## src/rtl/bnn_pkg.sv

```systemverilog
// Shared dataset constants, derived widths and the sequencer state type
// for the sequential BNN classifier front end.
package bnn_pkg;

   localparam int FEAT_CNT   = 11;
   localparam int FEAT_BITS  = 4;
   localparam int HIDDEN_CNT = 40;
   localparam int CLASS_CNT  = 6;

   // Classifier cycles from reset deassert to a valid prediction
   localparam int LATENCY    = FEAT_CNT + HIDDEN_CNT;

   localparam int CLASS_BITS = $clog2(CLASS_CNT);
   localparam int FRAME_BITS = FEAT_BITS * FEAT_CNT;
   localparam int CNT_BITS   = $clog2(LATENCY + 1);
   localparam int WCNT_BITS  = $clog2(FEAT_CNT + 1);

   typedef enum logic [1:0] {
      IDLE  = 2'd0,
      START = 2'd1,
      RUN   = 2'd2,
      HOLD  = 2'd3
   } state_t;

endpackage

```

## src/rtl/bnn_frame_packer.sv

```systemverilog
// Packs a valid/ready stream of feature words into a shadow frame register.
// The first word of a frame lands in the MSB slice. A frame ends on the
// FEAT_CNT-th word or on an early in_last; any in_last misplacement pulses
// frame_err. The shadow holds one complete frame until the sequencer takes it.
//
// Handshake: a word moves on every rising edge where in_valid && in_ready;
// in_ready depends only on registered state, so it never combinationally
// follows in_valid.
module bnn_frame_packer
   import bnn_pkg::*;
(
   input  logic                  clk,
   input  logic                  rst,
   input  logic                  in_valid,
   output logic                  in_ready,
   input  logic [FEAT_BITS-1:0]  in_data,
   input  logic                  in_last,
   input  logic                  take,
   output logic [FRAME_BITS-1:0] shadow,
   output logic                  shadow_full,
   output logic                  frame_err
);

   logic [WCNT_BITS-1:0]  wcnt;
   logic                  rdy_en;
   logic                  xfer;
   logic                  is_final;
   logic                  done;
   logic [FRAME_BITS-1:0] shadow_next;

   assign in_ready = rdy_en && !shadow_full;
   assign xfer     = in_valid && in_ready;
   assign is_final = (wcnt == WCNT_BITS'(FEAT_CNT - 1));
   assign done     = xfer && (is_final || in_last);

   // Next shadow value: the first word of a frame zeroes the rest so a
   // truncated frame leaves its unfilled slices at 0
   always_comb begin
      shadow_next = shadow;
      if (xfer) begin
         if (wcnt == '0) shadow_next = '0;
         for (int i = 0; i < FEAT_CNT; i++) begin
            if (wcnt == WCNT_BITS'(i))
               shadow_next[FEAT_BITS*(FEAT_CNT-1-i) +: FEAT_BITS] = in_data;
         end
      end
   end

   // Shadow data, word count, full flag, framing error and ready enable
   always_ff @(posedge clk or negedge rst) begin
      if (!rst) begin
         shadow      <= '0;
         wcnt        <= '0;
         shadow_full <= 1'b0;
         frame_err   <= 1'b0;
         rdy_en      <= 1'b0;
      end else begin
         rdy_en    <= 1'b1;
         shadow    <= shadow_next;
         frame_err <= xfer && (in_last != is_final);
         if (done)      wcnt <= '0;
         else if (xfer) wcnt <= wcnt + WCNT_BITS'(1);
         if (take)      shadow_full <= 1'b0;
         if (done)      shadow_full <= 1'b1;
      end
   end

endmodule

```

## src/rtl/bnn_frame_sequencer.sv

```systemverilog
// Feeds the sequential BNN classifier: takes a packed frame from the shadow
// buffer, pulses the classifier reset, waits LATENCY cycles, captures the
// prediction and offers it on a valid/ready output. The next frame may load
// into the shadow buffer while the current one is classified.
//
// Handshake: the result moves on every rising edge where out_valid &&
// out_ready; out_valid is a pure function of the state register.
module bnn_frame_sequencer
   import bnn_pkg::*;
(
   input  logic                  clk,
   input  logic                  rst,
   input  logic                  in_valid,
   output logic                  in_ready,
   input  logic [FEAT_BITS-1:0]  in_data,
   input  logic                  in_last,
   output logic [FRAME_BITS-1:0] features,
   output logic                  clf_rst,
   input  logic [CLASS_BITS-1:0] prediction,
   output logic                  out_valid,
   input  logic                  out_ready,
   output logic [CLASS_BITS-1:0] out_class,
   output logic                  out_err,
   output logic                  frame_err,
   output logic                  busy,
   output state_t                dbg_state
);

   state_t                state;
   state_t                state_next;
   logic [CNT_BITS-1:0]   cnt;
   logic [FRAME_BITS-1:0] shadow;
   logic                  shadow_full;
   logic                  load;
   logic                  cap;

   bnn_frame_packer u_packer (
      .clk         (clk),
      .rst         (rst),
      .in_valid    (in_valid),
      .in_ready    (in_ready),
      .in_data     (in_data),
      .in_last     (in_last),
      .take        (load),
      .shadow      (shadow),
      .shadow_full (shadow_full),
      .frame_err   (frame_err)
   );

   // A new frame enters the classifier from IDLE, or straight out of HOLD
   // on the result handshake when another frame is already waiting
   assign load = shadow_full &&
                 ((state == IDLE) || ((state == HOLD) && out_ready));
   assign cap  = (state == RUN) && (cnt == CNT_BITS'(LATENCY - 1));

   // State register
   always_ff @(posedge clk or negedge rst) begin
      if (!rst) state <= IDLE;
      else      state <= state_next;
   end

   // Next-state logic
   always_comb begin
      state_next = state;
      case (state)
         IDLE:    if (shadow_full) state_next = START;
         START:   state_next = RUN;
         RUN:     if (cap) state_next = HOLD;
         HOLD:    if (out_ready) state_next = shadow_full ? START : IDLE;
         default: state_next = IDLE;
      endcase
   end

   // State-decoded outputs
   always_comb begin
      clf_rst   = (state == IDLE) || (state == START);
      out_valid = (state == HOLD);
      busy      = (state != IDLE) || shadow_full;
      dbg_state = state;
   end

   // Active frame, latency counter and captured result
   always_ff @(posedge clk or negedge rst) begin
      if (!rst) begin
         features  <= '0;
         cnt       <= '0;
         out_class <= '0;
         out_err   <= 1'b0;
      end else begin
         if (load) features <= shadow;
         if (state == START)    cnt <= '0;
         else if (state == RUN) cnt <= cnt + CNT_BITS'(1);
         if (cap) begin
            out_class <= prediction;
            out_err   <= (prediction > CLASS_BITS'(CLASS_CNT - 1));
         end
      end
   end

endmodule

```

## config.mk

```make
export PLATFORM = sky130hd
export DESIGN_NAME = bnn_frame_sequencer
export DESIGN_NICKNAME = d
export VERILOG_FILES = /design/src/rtl/bnn_pkg.sv /design/src/rtl/bnn_frame_packer.sv /design/src/rtl/bnn_frame_sequencer.sv
export SDC_FILE = /design/constraint.sdc
export NUM_CORES = 1
export LEC_CHECK = 0
export CORE_MARGIN = 3
export CORE_UTILIZATION = 50
export DETAILED_ROUTE_END_ITERATION = 16
export PLACE_DENSITY = 0.82
export SLEW_MARGIN = 20
export SYNTH_ARGS = -nofsm -noshare
export SYNTH_HDL_FRONTEND = slang
export SYNTH_HIERARCHICAL = 1
export SYNTH_SLANG_ARGS = --single-unit
```

## constraint.sdc

```tcl
create_clock -name clk -period 4.34 [get_ports clk]
set_input_delay 0.868 -clock clk [delete_from_list [all_inputs] [get_ports clk]]
set_output_delay 0.868 -clock clk [all_outputs]
set_load 0.005 [all_outputs]
```

==> results of run 1 <==
state kept, by name, summed over array words and instances, names as in the netlist:
register	cells
dbg_state	2
u_packer/wcnt	4
out_err	1
u_packer/shadow_full	1
u_packer/rdy_en	1
u_packer/shadow	44
features	44
cnt	6
u_packer/frame_err	1
out_class	3
final cells by class:
class | instances | share of cell area
inverters | 20 | 0.0133
clock inverters | 7 | 0.0147
flip-flops and latches | 107 | 0.476
repair buffers | 67 | 0.118
clock buffers | 9 | 0.0220
multi-input cells | 196 | 0.332
well taps | 108 | 0.0240
worst max-delay path: stages (launching register included):
cell and delay, ns:
dfrtp_1 0.46, inv_1 0.11, ha_1 0.28, or2_2 0.33
clkdlybuf4s50_1 0.45
worst min path at each step:
| stage | from | end | slack (ns) | cells past startpoint |
|---|---|---|---|---|
| final | u_packer/shadow[7] | features[7] | 0.49 | 1 |
| after global routing | u_packer/shadow[7] | features[7] | 0.50 | 1 |
| after CTS | u_packer/shadow[10] | features[10] | 0.49 | 1 |
| after detailed placement | features[8] | features[8] | 0.48 | 1 |
| after global placement | u_packer/shadow[10] | features[10] | 0.47 | 1 |
| after floorplan | u_packer/shadow[10] | features[10] | 0.45 | 1 |
routing by layer:
layer / share of wire / GRT usage / up-vias
li1: - / - / 1337
met1: 0.45 / 0.244 / 1448
met2: 0.49 / 0.283 / 95
met3: 0.056 / 0.0419 / 8
met4: 0.0087 / 0.0448 / 0
met5: 0 / 0 / -
Yosys cell counts (all sizes together):
| cell type | n | area [sq um] |
|---|---|---|
| nor2 | 1 | 3.75 |
| buf | 8 | 65.1 |
| mux2i | 8 | 80.1 |
| a22oi | 6 | 55.1 |
| o31ai | 1 | 21.3 |
| nand3 | 7 | 45.0 |
| o22ai | 6 | 37.5 |
| inv | 20 | 75.1 |
| mux2 | 53 | 754 |
| a22o | 32 | 280 |
| nand2 | 14 | 62.6 |
| dfrtp | 107 | 2680 |
| nand2b | 3 | 18.8 |
| or3 | 1 | 6.26 |
| nand3b | 1 | 7.51 |
| clkbuf | 5 | 18.8 |
| o21ai | 14 | 70.1 |
| ha | 12 | 150 |
| and2b | 1 | 7.51 |
| and3b | 2 | 17.5 |
| a21o | 1 | 7.51 |
| and4b | 2 | 20.0 |
| or2 | 2 | 12.5 |
| a21oi | 5 | 25.0 |
| o221a | 1 | 11.3 |
| nor2b | 4 | 25.0 |
| a211oi | 1 | 7.51 |
| nor3b | 5 | 53.8 |
| o211a | 1 | 10.0 |
| conb | 1 | 3.75 |
| and2 | 9 | 56.3 |
| nor3 | 2 | 20.0 |
stage by stage:
stage	area, sq um	setup slack [ns]	instances	total power [W]	hold WS, ns
floorplan	4710	2.45	336	0.00139	0.451
global placement	5420	1.70	498	0.00148	0.474
detailed placement	5420	1.63	498	0.00150	0.482
CTS	5630	1.46	514	0.00210	0.492
global route	5630	1.38	514	0.00218	0.503
finish	5630	1.49	514	0.00209	0.485
kinds of logic (layout without fill, tap and decap cells):
logic type / count (synthesis) / after routing
simple gates: 54 / 54
flops: 107 / 107
compound gates: 68 / 68
mux: 61 / 61
other cells: 1 / 1
fa+ha+maj: 12 / 12
buf+inv: 33 / 103
report_power, final:
group	internal, W	total [W]	switching (W)	leakage [nW]
Combinational	0.000137	0.000292	0.000155	1.26
Clock	0.000231	0.000607	0.000376	0.101
Sequential	0.00111	0.00119	0.0000868	1.41
==> results.yml, run 1 <==
routing:
  drt-total-wl_um: 9110
  postRouteAntennaNets: 0
  wl_per_cell_um: 17.7
  drt_pre_antenna_iters: 4
  drc: 0
  via_per_inst: 5.62
  dr.first_iter.drc_count: 178
  route.vias.total: 2888
clock_network:
  cts.sinks: 107
  cts_buffers: 9
  clock_path_buffers: 2
  path_clk_slew_ns: 0.11
  cts_tree: "built"
  postCtsHoldBufs: 0
  post_cts_resized: 0
  htreeDepth: 3
  clk_latency_ns: 0.37
  post_cts_buffers: 0
  root_buffer: "clkbuf_8"
cells_and_area:
  multi_input_area_sq_um: 1870
  area_growth_pct: 19.6
  seqCellArea_sq_um: 2680
  utilization: 0.630
  finalNetCount: 425
  n_fill_cell: 666
  diodes: 0
  final_cell_mix: "dfrtp_1, clkdlybuf4s50_1, mux2_4"
  drive_above_1_share: 0.197
  final_common_cell: "dfrtp_1"
place:
  place_hpwl_um: 6210
  io_buffers: 66
  place.gp.congestion: 0.777
run_status:
  status: "complete, no violations"
global_routing:
  grt_antenna_before_repair: 0
  grtUsageTotal: 0.177
  grt_pass1_vias: 2875
  grt_pass1_wl_um: 14600
  grt_start_max_net_pins: 79
  grt.overflow.total: 0
logic_synthesis:
  synth_compound_area_frac: 0.112
  synth.distinct_cells: 43
  yosys_warnings: 6
  synthMuxAreaShare: 0.177
  seq_area_frac_synth: 0.569
  synthXorXnorAreaFrac: 0
  syn-num-nets: 360
  synth-simple-area-share: 0.0758
  synthCells: 336
  synth.cell_area_sq_um: 4710
  postSynthAreaPerCell_sq_um: 14.0
  synth_seq_cells: 107
  yosys.area_share.adder: 0.0319
  synth_top_family_by_area: "multiplexers"
critical_path:
  cp_max_fo: 6
  worstPathArrival_ns: 1.98
  r2r_start: "dbg_state[0]"
  critPathKind: "flop to output pin"
  worstPathRequired_ns: 3.47
  setup.worst_path.end: "clf_rst"
  reg2reg_to: "features[8]"
  endpoint_kind: "output pin"
  reg2reg_depth: 5
  critical_path.startpoint: "dbg_state[1]"
  start_kind: "flop"
  r2r_setup_slack_ns: 2.25
floorplanning:
  die_w_um: 103
  io_pins: 67
  fp.coreArea_sq_um: 8930
  rows: 34
  die_h_um: 103
  dieArea_sq_um: 10600
  start_util: 0.527
sta:
  rsz0062_at_grt: "no"
  finalSetupTns_ns: 0
  worstMarginPinSlew_ns: 0.960
  relSlewSlack: 0.360
  hold_viol_final: 0
  min_period_ns: 2.85
  timing.fmax_ghz: 0.351
  min_period_over_period: 0.656
  slew_viol_final: 0
  fin_worst_skew_ns: 0.0189
  setup_viol_count_final: 0
power_and_ir_drop:
  vdd_drop_max_mv: 0.185
  p_leak_nw: 2.77
  power_density_nw_per_um2: 372
worst_hold_path:
  hold_path_class: "flop to flop"
job:
  maxCapViolCount: 0
No activity file was read; power rests on OpenSTA's default activity.
==> inputs of run 2 (changes only) <==
--- a/config.mk
+++ b/config.mk
@@ -6,9 +6,9 @@
 export NUM_CORES = 1
 export LEC_CHECK = 0
 export CORE_MARGIN = 3
-export CORE_UTILIZATION = 50
+export CORE_UTILIZATION = 49
 export DETAILED_ROUTE_END_ITERATION = 16
-export PLACE_DENSITY = 0.82
+export PLACE_DENSITY = 0.84
 export SLEW_MARGIN = 20
 export SYNTH_ARGS = -nofsm -noshare
 export SYNTH_HDL_FRONTEND = slang
==> constraint.sdc (replaced) <==
create_clock -name clk -period 2.41 [get_ports clk]
set_input_delay 0.482 -clock clk [delete_from_list [all_inputs] [get_ports clk]]
set_output_delay 0.482 -clock clk [all_outputs]
set_load 0.005 [all_outputs]
==> results.yml, run 2 (synthesis gave the netlist of run 1 again) <==
power_and_ir_drop:
  vdd_drop_max_mv: 0.314
  p_leak_nw: 2.81
  p_clk_frac: 0.289
  swShare: 0.293
  pwr-share-seq: 0.571
  power_density_nw_per_um2: 655
  combPwrFrac: 0.140
  power.switching_w: 0.00110
  power.internal_w: 0.00265
sta:
  holdWs_ns: 0.102
  rsz0062_at_grt: "no"
  worstMarginPinSlew_ns: 0.617
  hold_viol_final: 0
  relSlewSlack: 0.588
  fin_worst_skew_ns: 0.0243
  slew_viol_final: 0
  min_period_ns: 2.34
  setup_viol_count_final: 0
  timing.fmax_ghz: 0.427
  min_period_over_period: 0.971
  finalSetupTns_ns: 0
  fin_ws_ns: 0.0699
clock_network:
  root_buffer: "clkbuf_8"
  htreeDepth: 3
  cts_buffers: 9
  cts.sinks: 107
  path_clk_slew_ns: 0.11
  clk_latency_ns: 0.38
  clock_path_buffers: 2
  cts_tree: "built"
critical_path:
  endpoint_kind: "output pin"
  cpPeakStageDelay_ns: 0.45
  cp_max_fo: 6
  worstPathRequired_ns: 1.93
  cp_slowest_cell: "dfrtp_2"
  critPathKind: "flop to output pin"
  worstPathArrival_ns: 1.86
  r2r_setup_slack_ns: 0.48
  crit_chain: "ha_1 > or2_2 > clkdlybuf4s50_1"
  start_kind: "flop"
global_routing:
  grt_start_max_net_pins: 50
  grt_pass1_vias: 3024
  grtUsageTotal: 0.179
  grt_pass1_wl_um: 15500
  grt.overflow.total: 0
  grt_antenna_before_repair: 0
routing:
  drc: 0
  drt_pre_antenna_iters: 4
  via_per_inst: 5.34
  route.vias.total: 2889
  drt-total-wl_um: 9080
  postRouteAntennaNets: 0
  dr.first_iter.drc_count: 144
  wl_per_cell_um: 16.8
cells_and_area:
  final_common_cell: "dfrtp_1"
  reg_top3: "features: 44 flops, u_packer/shadow: 44 flops, cnt: 6 flops"
  final_cell_mix: "dfrtp_1, clkdlybuf4s50_1, mux2_4"
  finalNetCount: 431
  final_cells: 541
  area_growth_pct: 21.6
  drive_above_1_share: 0.211
  diodes: 0
place:
  pre_cts_slack_ns: 0.323
  dp_cells: 524
  io_buffers: 66
  place_hpwl_um: 6360
  place.gp.congestion: 0.815
job:
  maxCapViolCount: 0
floorplanning:
  die_w_um: 104
  fp.coreArea_sq_um: 9280
  die_h_um: 104
  dieArea_sq_um: 10800
  start_util: 0.507
  io_pins: 67
  rows: 35
run_status:
  status: "complete, no violations"
worst_hold_path:
  hold_path_class: "input port to async pin"
[run 2: cell types whose count changed in the layout (fill, tap and decap cells not counted), sizes merged]
cell,before,now
buf,2,8
clkinv,3,2
inv,23,24
[run 2: repair_timing]
| item | in CTS | in global routing |
|---|---|---|
| buffers inserted | 1 | 0 |
| pin swaps | 0 | 0 |
| hold buffers | 0 | 0 |
| resized for setup | 0 | 1 |
| setup endpoints to repair | 1 | 1 |
[run 2: worst paths after layout]
path,start,endpoint,cells after the start
max in group asynchronous,rst,u_packer/shadow[11],2
min,rst,dbg_state[1],1
max,dbg_state[0],clf_rst,3
min in group clk,u_packer/shadow[10],features[10],1
max reg2reg,u_packer/wcnt[3],u_packer/wcnt[2],6
min reg2reg,u_packer/shadow[10],features[10],1
[run 2: power by group through the flow]
stage / logic, W / clock network [W] / registers, W
floorplan: 0.000375 / 0 / 0.00212
global placement: 0.000500 / 0 / 0.00217
detailed placement: 0.000525 / 0 / 0.00218
CTS: 0.000530 / 0.00112 / 0.00214
global route: 0.000594 / 0.00117 / 0.00217
finish: 0.000526 / 0.00108 / 0.00214
[run 2: metal layers]
metal  share of wire  vias to the layer above  GRT usage  wire length, um
met1            0.46                     1438      0.244             4170
met2            0.47                       94      0.285             4290
met5               0                        -          0                0
met4           0.016                        0     0.0722              145
li1                -                     1343          -                -
met3           0.052                       14     0.0329              476
[run 2: cell type report]
class,instances,area [sq um]
Timing Repair Buffer,73,736
Multi-Input combinational cell,196,1870
Clock buffer,9,124
Inverter,20,75.1
Clock inverter,7,77.6
Tap cell,129,161
Sequential cell,107,2680
Fill cell,740,3560
[run 2: worst max-delay path, delay by kind of cell (launching register included)]
family	cells	cell delay, ns
buffers and inverters	1	0.45
DFF	1	0.45
adders and majority gates	1	0.28
and+or+nand+nor	1	0.32
[run 2: stage by stage]
stage | cell area, sq um | util | power, W
floorplan | 4710 | - | 0.00250
global placement | 5510 | 0.594 | 0.00267
detailed placement | 5510 | 0.594 | 0.00270
CTS | 5720 | 0.616 | 0.00379
global route | 5720 | 0.616 | 0.00394
finish | 5720 | 0.616 | 0.00375
==> inputs of run 3 (changes only) <==
--- a/config.mk
+++ b/config.mk
@@ -6,9 +6,10 @@
 export NUM_CORES = 1
 export LEC_CHECK = 0
 export CORE_MARGIN = 3
-export CORE_UTILIZATION = 49
+export CORE_UTILIZATION = 50
+export CTS_CLUSTER_DIAMETER = 30
 export DETAILED_ROUTE_END_ITERATION = 16
-export PLACE_DENSITY = 0.84
+export PLACE_DENSITY = 0.82
 export SLEW_MARGIN = 20
 export SYNTH_ARGS = -nofsm -noshare
 export SYNTH_HDL_FRONTEND = slang
==> constraint.sdc (replaced) <==
create_clock -name clk -period 2.2 [get_ports clk]
set_input_delay 0.44 -clock clk [delete_from_list [all_inputs] [get_ports clk]]
set_output_delay 0.44 -clock clk [all_outputs]
set_load 0.005 [all_outputs]
==> results.yml, run 3 (synthesis gave the netlist of run 1 again) <==
floorplanning:
  die_w_um: 103
  die_h_um: 103
  rows: 34
  io_pins: 67
  start_util: 0.527
  fp.coreArea_sq_um: 8930
  dieArea_sq_um: 10600
clock_network:
  cts_tree: "built"
  clock_path_buffers: 2
  clk_latency_ns: 0.37
  cts_buffers: 9
  postCtsHoldBufs: 0
  path_clk_slew_ns: 0.11
  htreeDepth: 3
  root_buffer: "clkbuf_8"
  cts.sinks: 107
place:
  place_area_sq_um: 5530
  place_hpwl_um: 6440
  place.gp.congestion: 0.766
  io_buffers: 66
sta:
  rsz0062_at_grt: "no"
  timing.fmax_ghz: 0.476
  relSlewSlack: 0.606
  slew_viol_final: 0
  fin_worst_skew_ns: 0.0191
  min_period_ns: 2.10
  min_period_over_period: 0.956
  worstMarginPinSlew_ns: 0.589
  setup_viol_count_final: 0
  finalSetupTns_ns: 0
  hold_viol_final: 0
critical_path:
  cp_max_fo: 4
  start_kind: "flop"
  critPathKind: "flop to output pin"
  r2r_setup_slack_ns: 0.36
  worstPathRequired_ns: 1.76
  cpPeakStageDelay_ns: 0.52
  crit_chain: "inv_2 > ha_2 > nand2b_1 > clkdlybuf4s50_1"
  crit_family: "buffers and inverters"
  endpoint_kind: "output pin"
  reg2reg_depth: 6
  worstPathArrival_ns: 1.66
  cp_slowest_cell: "clkdlybuf4s50_1"
  crit_cells: 4
  critPathBufInv: 2
cells_and_area:
  reg_top3: "features: 44 flops, u_packer/shadow: 44 flops, cnt: 6 flops"
  area_growth_pct: 22.5
  utilization: 0.646
  drive_above_1_share: 0.228
  final_common_cell: "dfrtp_1"
  diodes: 0
  n_fill_cell: 658
  finalNetCount: 435
  stdcell_area_sq_um: 5770
  final_cell_mix: "dfrtp_1, clkdlybuf4s50_1, mux2_4"
global_routing:
  grt_pass1_vias: 3051
  grt.overflow.total: 0
  grtUsageTotal: 0.188
  grt_antenna_before_repair: 0
  grt_start_max_net_pins: 43
  grt_pass1_wl_um: 15500
routing:
  via_per_inst: 5.61
  drt_pre_antenna_iters: 4
  dr.first_iter.drc_count: 135
  postRouteAntennaNets: 0
  route.vias.total: 2941
  drc: 0
  wl_per_cell_um: 18.0
  drt-total-wl_um: 9460
power_and_ir_drop:
  p_leak_nw: 2.84
  power_density_nw_per_um2: 722
  vdd_drop_max_mv: 0.367
run_status:
  status: "complete, no violations"
worst_hold_path:
  hold_path_class: "input port to async pin"
job:
  maxCapViolCount: 0
[run 3: changes by cell type in the layout (fill, tap and decap cells not counted), sizes merged]
cell,previous run,this run
clkinv,2,3
clkdlybuf4s50,65,64
clkinvlp,1,0
buf,8,12
dlygate4sd2,0,1
[run 3: power by group]
part	leakage [nW]	internal [W]	switching [W]
clock	0.102	0.000457	0.000739
sequential	1.41	0.00218	0.000175
combinational	1.33	0.000298	0.000313
[run 3: path summary, 6_finish.rpt]
kind                                    startpoint                to
worst max-delay path                  dbg_state[0]              busy
worst min-delay path                           rst      features[41]
worst max register to register    u_packer/wcnt[3]  u_packer/wcnt[3]
worst min register to register  u_packer/shadow[6]       features[6]
max in group asynchronous                      rst      dbg_state[0]
min in group clk                u_packer/shadow[6]       features[6]
[run 3: area by class of cell]
type	count	area, sq um	area share
Sequential cell	107	2680	0.465
Multi-Input combinational cell	196	1890	0.327
Timing Repair Buffer	77	790	0.137
Tap cell	108	135	0.0234
Clock buffer	9	124	0.0215
Clock inverter	7	78.8	0.0137
Inverter	20	75.1	0.0130
[run 3: what timing repair did]
item	4_1_cts	5_1_grt
setup endpoints to repair	2	2
setup buffers	2	1
endpoints found under the hold margin	0	0
resized for setup	5	2
[run 3: per-layer routing]
metal  share of wire  global-route usage  wire, um  vias to the layer above
li1                -                   -         -                     1349
met2            0.49               0.308      4610                       82
met1            0.46               0.262      4380                     1502
met4          0.0090              0.0548        85                        0
met3           0.040              0.0284       381                        8
met5               0                   0         0                        -
[run 3: worst register-to-register path, cell delays in order, from the launching register on]
cell	delay (ns)
dfrtp_1	0.57
nor2b_1	0.24
nand2_1	0.09
ha_1	0.30
inv_1	0.08
or3_1	0.36
mux2i_1	0.13
[run 3: metrics by stage]
step | hold slack [ns] | worst slack [ns] | cells | total power, W
after CTS | 0.0636 | 0.0132 | 523 | 0.00419
final | 0.0635 | 0.0972 | 524 | 0.00417
after global routing | 0.0803 | 0.0241 | 524 | 0.00436
after floorplan | 0.144 | 0.565 | 336 | 0.00273
after detailed placement | 0.468 | 0.141 | 505 | 0.00299
after global placement | 0.461 | 0.269 | 505 | 0.00296
==> patch, RTL diff (settings of run 2) <==
Set the package constant `FEAT_CNT` to 22 (it was 11).
--- a/src/rtl/bnn_pkg.sv
+++ b/src/rtl/bnn_pkg.sv
@@ -2,7 +2,7 @@
 // for the sequential BNN classifier front end.
 package bnn_pkg;
 
-   localparam int FEAT_CNT   = 11;
+   localparam int FEAT_CNT   = 22;
    localparam int FEAT_BITS  = 4;
    localparam int HIDDEN_CNT = 40;
    localparam int CLASS_CNT  = 6;
Interface: changed (resized features); port bits go from 67 to 111. The function was not compared with the original's and may differ.
==> patch against run 2 <==
  * Power grew to 2.9 times the old value
  * Final area is 78% higher
  * Largest cell class unchanged
  * Synthesized area grew 76%
  * Routed wire length up 110%
  * Largest power group unchanged
  * Register-to-register slack worse by 0.11 ns
  * Sequential cell count up 89
  * Setup slack got worse by 0.010 ns
==> patch: results (changes against run 2) <==
[placement]
dpl.cell_count = 926  ; +77%
place_worst_setup_slack_ns = 0.174  ; -0.148 ns

[layout]
nNetsFinal = 755  ; +75%
final_layout_size_suffix_gt1_share_pct = 22.2  ; +1.1 points
final.fill_count = 1176  ; +59%
reg.largest.list = features: 88 flops, u_packer/shadow: 88 flops, cnt: 6 flops

[synthesis]
synthTopCellsByArea = dfrtp_1 59%, mux2_2 13%, a22o_1 2.5%, mux2i_1 2.1%, o21ai_0 2.1%
syn_inst = 615  ; +83%
synth_commonest_cells = 196 x dfrtp_1, 97 x mux2_2, 34 x o21ai_0

[clocking]
post_cts_resized = 1  ; +1
h-tree-depth = 4  ; +1
cts-root-buf = clkbuf_16
clkTransAtPathRegs_ns = 0.06  ; -0.05 ns
numCtsBuffers = 17  ; +8

[setup_path]
rr_startpoint = u_packer/wcnt[0]
rrSetupSlack_ns = 0.37  ; -0.11 ns
rr_endpoint = u_packer/shadow[56]
cp_max_fo = 7  ; +1

[routing]
wl_per_cell_um = 19.8  ; +18%
drt_iter0_drc = 412  ; +190%
wl_met2_um = 9040  ; +110%
vias_per_cell = 5.90  ; +11%

[power]
ir_drop_v = 0.000650  ; +110%
clock_net_power_mw = 2.51  ; +130%
cellLeakagePower_nw = 4.82  ; +72%

[timing]
slew-limit-headroom_pct = 61.8  ; +2.9 points
hold_slack_ns = 0.0254  ; -0.0769 ns
fin_skew_ns = 0.00564  ; -0.0187 ns

[global_route]
grt_pass1_wl_um = 30500  ; +97%
grt_pass1_vias = 5699  ; +88%
gr-usage-met1_pct = 28.6  ; +4.2 points

[status]
outcome = finished clean

-- patch: worst register-to-register path, cell delays in order (launching register included) --
cell	delay, ns
dfrtp_1	0.42
inv_1	0.14
ha_1	0.20
buf_4	0.18
nor2b_1	0.38
a21oi_2	0.20
a221o_1	0.40
-- patch: cells by family (layout without fill, tap and decap cells) --
| family | count (synthesis) | count (layout) | share of synthesized area (%) |
|---|---|---|---|
| other cells | 1 | 1 | 0.0454 |
| mux | 118 | 118 | 15.8 |
| xor+xnor | 2 | 2 | 0.212 |
| compound gates | 136 | 136 | 12.1 |
| buf+inv | 53 | 180 | 3.27 |
| flops | 196 | 196 | 59.4 |
| fa+ha+maj | 13 | 13 | 1.97 |
| simple gates | 96 | 96 | 7.25 |
-- patch: cell type report --
type	instances	area, um2	area share (%)
timing repair buffer	131	1320	13.0
tap	216	270	2.65
clock buffer	20	437	4.29
clock inverter	11	82.6	0.811
multi-input combinational	366	3100	30.4
inverter	18	67.6	0.664
sequential	196	4910	48.2
